===== src/rtl/numero_pkg.sv =====
// numero_pkg: shared types and constants for the numero sequencer
// Provides the FSM state type, BCD/code widths, digit index width and default digit count.
package numero_pkg;
  localparam int BCD_W = 4;
  localparam int CODE_W = 5;
  localparam int BCD_MAX = 9;
  localparam int IDX_W = 3;
  localparam int N_DIGITS_DEF = 4;
  typedef enum logic [2:0] {S_IDLE, S_DRIVE, S_SAMPLE, S_DONE, S_ERR} state_t;
endpackage


===== src/rtl/numero_sequencer_digit_select.sv =====
// digit_select: picks digit idx_i out of the registered packed BCD word
// Ports: digits_i packed BCD copy, idx_i digit index, digit_o selected digit (0 if idx_i is out of range).
module digit_select
  import numero_pkg::*;
#(
  parameter int N_DIGITS = N_DIGITS_DEF
) (
  input  logic [BCD_W*N_DIGITS-1:0] digits_i,
  input  logic [IDX_W-1:0]          idx_i,
  output logic [BCD_W-1:0]          digit_o
);
  always_comb begin
    digit_o = '0;
    for (int i = 0; i < N_DIGITS; i++)
      digit_o = (idx_i == IDX_W'(i)) ? digits_i[i*BCD_W +: BCD_W] : digit_o;
  end
endmodule


===== src/rtl/numero_sequencer.sv =====
// numero_sequencer: drives a shared BCD-to-5-bit converter one digit per two-cycle slot and collects the codes
// Ports: clk/reset (sync, active-high); start/digits request; busy/done/erro/erro_idx/codes status and result;
// conv_abcd/conv_ready/conv_reset drive the external converter, conv_d/conv_invalid are its outputs.
module numero_sequencer
  import numero_pkg::*;
#(
  parameter int N_DIGITS = N_DIGITS_DEF
) (
  input  logic                       clk,
  input  logic                       reset,
  input  logic                       start,
  input  logic [BCD_W*N_DIGITS-1:0]  digits,
  output logic                       busy,
  output logic                       done,
  output logic                       erro,
  output logic [IDX_W-1:0]           erro_idx,
  output logic [CODE_W*N_DIGITS-1:0] codes,
  output logic [BCD_W-1:0]           conv_abcd,
  output logic                       conv_ready,
  output logic                       conv_reset,
  input  logic [CODE_W-1:0]          conv_d,
  input  logic                       conv_invalid
);
  state_t                     state_q, state_d;
  logic [IDX_W-1:0]           idx_q, idx_d;
  logic [BCD_W*N_DIGITS-1:0]  digits_q, digits_d;
  logic [CODE_W*N_DIGITS-1:0] codes_q, codes_d;
  logic                       busy_q, busy_d;
  logic                       done_q, done_d;
  logic                       erro_q, erro_d;
  logic [IDX_W-1:0]           erro_idx_q, erro_idx_d;
  logic [BCD_W-1:0]           digit;
  logic                       accept, sample, hit, bad, last, drive;

  digit_select #(.N_DIGITS(N_DIGITS)) u_sel (
    .digits_i(digits_q),
    .idx_i   (idx_q),
    .digit_o (digit)
  );

  always_comb begin
    accept = state_q == S_IDLE && start;
    sample = state_q == S_SAMPLE;
    hit = sample && !conv_invalid;
    bad = sample && conv_invalid;
    last = idx_q == IDX_W'(N_DIGITS - 1);
    state_d = accept ? S_DRIVE :
              state_q == S_DRIVE ? S_SAMPLE :
              sample ? (conv_invalid ? S_ERR : last ? S_DONE : S_DRIVE) :
              (state_q == S_DONE || state_q == S_ERR) ? S_IDLE : state_q;
    digits_d = accept ? digits : digits_q;
    idx_d = accept ? '0 : hit ? idx_q + 1'b1 : idx_q;
    erro_d = accept ? 1'b0 : bad | erro_q;
    erro_idx_d = accept ? '0 : bad ? idx_q : erro_idx_q;
    codes_d = accept ? '0 : codes_q;
    for (int i = 0; i < N_DIGITS; i++)
      codes_d[i*CODE_W +: CODE_W] = (hit && idx_q == IDX_W'(i)) ? conv_d : codes_d[i*CODE_W +: CODE_W];
    busy_d = state_d != S_IDLE;
    done_d = state_d == S_DONE || state_d == S_ERR;
  end

  // Converter drive is decoded straight from reset so the converter is held in reset during the reset cycle itself.
  always_comb begin
    drive = (state_q == S_DRIVE || state_q == S_SAMPLE) && !reset;
    conv_abcd = drive ? digit : '0;
    conv_ready = drive;
    conv_reset = !drive;
  end

  always_ff @(posedge clk) begin
    if (reset) begin
      state_q <= S_IDLE;
      idx_q <= '0;
      digits_q <= '0;
      codes_q <= '0;
      busy_q <= 1'b0;
      done_q <= 1'b0;
      erro_q <= 1'b0;
      erro_idx_q <= '0;
    end else begin
      state_q <= state_d;
      idx_q <= idx_d;
      digits_q <= digits_d;
      codes_q <= codes_d;
      busy_q <= busy_d;
      done_q <= done_d;
      erro_q <= erro_d;
      erro_idx_q <= erro_idx_d;
    end
  end

  assign busy = busy_q;
  assign done = done_q;
  assign erro = erro_q;
  assign erro_idx = erro_idx_q;
  assign codes = codes_q;
endmodule


===== config.mk =====
export PLATFORM = sky130hd
export DESIGN_NAME = numero_sequencer
export DESIGN_NICKNAME = d
export VERILOG_FILES = /design/src/rtl/numero_pkg.sv /design/src/rtl/numero_sequencer_digit_select.sv /design/src/rtl/numero_sequencer.sv
export SDC_FILE = /design/constraint.sdc
export NUM_CORES = 1
export LEC_CHECK = 0
export ABC_AREA = 0
export BUFFER_PORTS_ARGS = -buffer_cell sky130_fd_sc_hd__clkbuf_2
export CORE_MARGIN = 3
export CORE_UTILIZATION = 55
export DETAILED_ROUTE_END_ITERATION = 12
export HOLD_SLACK_MARGIN = 0.12
export PLACE_DENSITY = 0.88
export SYNTH_ARGS = -nofsm -noshare
export SYNTH_HDL_FRONTEND = slang
export SYNTH_SLANG_ARGS = --single-unit

===== constraint.sdc =====
create_clock -name clk -period 3.08 [get_ports clk]
set_input_delay 0.462 -clock clk [delete_from_list [all_inputs] [get_ports clk]]
set_output_delay 0.462 -clock clk [all_outputs]
set_load 0.01 [all_outputs]

# ---- After elaboration in Yosys (flattened, before gate mapping)
# Cells that the tools add are included.
dict set report totals {
  regBits 48
  rom_bits 0
  ramBits 0
  word_cells 60
  n_memories 0
  latchBits 0
  out_inout_bits 32
}
dict set report op_classes {
  shifts 0
  muxes 16
  bitwise 1
  magnitude_cmp 0
  n_eq_ne 9
  addsub 1
  n_reduce_logical 22
  div_mod_pow 0
  n_mul 0
}
# op count
set op_table {}
lappend op_table {{$mux W20} 1}
lappend op_table {{$mux W4} 5}
lappend op_table {{$mux W5} 4}
lappend op_table {{$eq A3 B2 Y1 const B} 5}
lappend op_table {{$mux W3} 5}
lappend op_table {{$logic_and A1 B1 Y1} 8}
lappend op_table {{$reduce_bool A2 Y1} 4}
lappend op_table {{$eq A3 B1 Y1 const B} 2}
lappend op_table {{$eq A3 B3 Y1 const B} 2}
lappend op_table {{$logic_not A3 Y1} 2}
lappend op_table {{$add A3 B1 Y3 const B} 1}
lappend op_table {{$logic_not A1 Y1} 3}
lappend op_table {{$logic_or A1 B1 Y1} 3}
lappend op_table {{$reduce_bool A3 Y1} 1}
lappend op_table {{$mux W2} 1}
lappend op_table {{$reduce_or A2 Y1} 1}
lappend op_table {{$or A1 B1 Y1} 1}

# ---- Logic depth before layout (Yosys ltp)
dict set report depth {
  ltp_word 8
  depth_mapped 6
  depth_no_buf 5
}

# ---- Cells and area by module
# Synthesis repeated with hierarchy kept, for this count alone.
dict set report hier_totals {
  cells_unflattened 224
  area_unflattened_um2 2214.6
}
# mod instances cells_per_inst area_each_um2
set by_module_without_submodules {}
lappend by_module_without_submodules {numero_sequencer 1 216 2092.0}
lappend by_module_without_submodules {digit_select 1 8 122.6}

# ---- Least setup slack after synthesis
# No wires, ideal clock.
dict set report synth_path {
  path_type {reg-to-output}
  from {register idx_q[0]}
  to {output port conv_abcd[0]}
  arrival_ns 1.377
  path_buffers 0
  stages_incl_launch_ff 6
  t_required_ns 2.618
  path_slack_ns 1.241
  cell_sequence {dfxtp_1 ha_1 ha_1 nor2_1 a21boi_0 a211oi_1}
}
dict set report synth_between {
  elab_chain_cells 6
  word_cells_on_any_way 9
  cone_classes {eq/ne (3); mux (5); reduce/logical (1)}
}
# element line_no
set synth_rtl {}
lappend synth_rtl {{start: declaration} numero_sequencer.sv:25} ;# logic [IDX_W-1:0] idx_q, idx_d;
lappend synth_rtl {{start signal: assignment} numero_sequencer.sv:82} ;# idx_q <= idx_d;
lappend synth_rtl {{$logic_not A3 Y1} numero_sequencer_digit_select.sv:15} ;# digit_o = (idx_i == IDX_W'(i)) ? digits_i[i*BCD_W +: BCD_W] : digit_o;
lappend synth_rtl {{$mux W4 (3 in a row)} numero_sequencer_digit_select.sv:15}
lappend synth_rtl {{$mux W4 *} numero_sequencer_digit_select.sv:15}
lappend synth_rtl {{$mux W4 *} numero_sequencer.sv:65} ;# conv_abcd = drive ? digit : '0;
lappend synth_rtl {{end: declaration} numero_sequencer.sv:18} ;# output logic [BCD_W-1:0] conv_abcd,
# Mark *: on every way between the ends. The rest lies on a longest branch, timed or not.

# ---- Final worst setup path
dict set report layout_path {
  from {register idx_q[0]}
  to {output port conv_abcd[1]}
}
# Same word-level chain as after synthesis.

==> flow_summary.ini <==
[critical_path]
crit_required_ps = 2620
start_kind = flop
critical_path_class = flop to primary output
crit_path_max_fanout = 7
setup.worst_path.end_class = primary output
crit_arrival_ps = 1990

[timing]
fmax_ghz = 0.408
worst_pin_slew_ps = 609
hold_viol_final = 0
setup_viol = 0
period_share_pct = 79.6
fin_tns_setup_ps = 0
slew_violations = 0
rsz0062_at_grt = false
finClkSkew_ps = 5.98
period_minus_slack_ps = 2450
slew_headroom_pct = 59.4

[placement]
hpwl_mm = 3.26
gp_congestion = 0.843
portBuffers = 56

[outcome]
outcome = finished, final reports clean

[cts]
postCtsSetupBuffers = 0
clock_sinks = 48
holdBufCountCts = 0
cts_tree = done
cts_made_buffers = 5
cts_buffer_depth = 2
cts_max_level = 2
ctsResizeCount = 0
clock-root-buffer = clkbuf_8
clk_pin_slew_worst_paths_ps = 80
clk_latency_ps = 300

[logic_synthesis]
ys_top_cells_by_area = dfxtp_1 44%, mux2_2 10%, nor3b_1 7.6%
avgSynthCellArea_sq_um = 9.42
syn_nets = 261
synth-seq-cells = 48
synth.largest_area_cell = dfxtp_1
synth_cell_type_count = 28
yosysSeqAreaShare_pct = 44.1
ys_warn_count = 0
syn-instance-count = 231
yosys.area.top_type_share_pct = 44.1
syn_area_sq_um = 2180

[routing]
dr.pass1.iters = 4
vias = 1770
via_per_inst = 5.40
drt_wl_total_mm = 4.54
drtIter0Drc = 109
detail-route-antenna-nets = 0
wl_per_cell_um = 13.8
post-route-drc-count = 0

[final_layout]
seq_area_sq_um = 961
layout_commonest_cell = clkbuf_2
drive_above_1_share_pct = 31.4
antenna_cells = 0
fillers = 313
layout_common_cells = 56 x clkbuf_2, 48 x dfxtp_1, 36 x nand2_1
layout.nets = 309
multi_input_area_sq_um = 1100
fin_util_pct = 67.9
area_growth_pct = 16.8

[global_routing]
grt_pass1_wl_mm = 7.16
overflow = 0
grt_antenna_before_repair = 0
grt_use_met1_pct = 24.0
met3_usage_pct = 6.16
grt.total_usage_pct = 20.1
grt_max_degree = 47
top_usage_layer = met2
grt_pass1_vias = 1652
gr-usage-met2_pct = 33.5

[die]
fp.dieArea_sq_um = 4750
die_h_um = 68.9
start_util_pct = 58.2
row_count = 22
fp.dieW_um = 68.9
io_pins = 57
core-area_sq_um = 3740

[min_path]
hp-class = input pin to flop

[pwr]
powerDensity_nw_per_um2 = 477
p_leak_nw = 1.07
peakVddDrop_mv = 0.233

[flow_run]
drv_cap = 0
==> final cells by class <==
class                      instances  area share (%)
clock inverter                     2            1.38
timing repair buffer              58            11.6
multi-input combinational        161            43.3
inverter                           5           0.738
tap                               48            2.36
clock buffer                       6            2.85
sequential                        48            37.8
==> metrics by stage <==
| step | cells | cell area (sq um) | hold WS, ps | power (W) | setup WS [ps] |
|---|---|---|---|---|---|
| 2_1_floorplan | 231 | 2180 | 431 | 0.000755 | 1240 |
| 3_3_place_gp | 320 | 2430 | 443 | 0.000783 | 1110 |
| 3_5_place_dp | 320 | 2430 | 451 | 0.000786 | 1030 |
| 4_1_cts | 328 | 2540 | 372 | 0.00122 | 628 |
| 5_1_grt | 328 | 2540 | 383 | 0.00126 | 531 |
| 6_report | 328 | 2540 | 375 | 0.00121 | 628 |
==> kinds of logic after synthesis <==
group                      Yosys count  synth area share, %
and+or+nand+nor                     95                 24.7
DFF                                 48                 44.1
buffers and inverters               22                 5.35
muxes                               24                 12.2
adders and majority gates            5                 2.87
xor gates and xnor gates             2                0.805
AOI/OAI and AO/OA                   35                 9.94
==> report_power, final <==
part	internal [W]	switching, W
sequential	0.000640	0.0000173
combinational	0.0000462	0.0000690
clock	0.000241	0.000200
==> state kept, by name, summed over array words and instances, names as in the netlist <==
signal    cells
codes        20
state_q       3
idx_q         3
erro          1
erro_idx      3
busy          1
digits_q     16
done          1
==> critical path: stages, from the launching register on <==
cell	delay, ps
dfxtp_1	370
ha_1	220
ha_1	260
nor2_1	240
a21boi_0	160
a211oi_1	270
clkbuf_2	180
==> cells in the mapped netlist <==
master	count
a211oi_1	5
dfxtp_1	48
nor3b_1	22
or4b_1	2
nor2_1	12
and3_1	1
buf_6	3
or3_1	1
and4bb_2	1
xnor2_1	2
a221oi_1	5
a21oi_1	21
ha_1	5
nor2b_1	7
clkbuf_1	7
mux2_2	20
nand2_1	36
buf_2	6
nor4_1	1
nand3_1	2
nor3_1	1
nand2b_1	7
nor4b_4	1
nor4b_2	1
buf_4	1
a21boi_0	4
inv_1	5
mux2i_1	4
==> path summary, 6_finish.rpt <==
path	slack [ps]	cells past startpoint	end	startpoint
worst max-delay path	630	6	conv_abcd[1]	idx_q[0]$_SDFFE_PP0N_
worst min-delay path	380	3	digits_q[9]$_SDFFE_PP0P_	digits[9]
worst max register to register	1100	4	codes[17]$_SDFFE_PP0P_	idx_q[0]$_SDFFE_PP0N_
worst min register to register	460	2	digits_q[0]$_SDFFE_PP0P_	digits_q[0]$_SDFFE_PP0P_
==> per-layer routing <==
metal,wire length (um),vias to the layer above
li1,-,889
met1,2020,836
met2,2220,37
met3,217,8
met4,79,0
met5,0,-
Note: power is estimated with default switching activity, not from simulation.
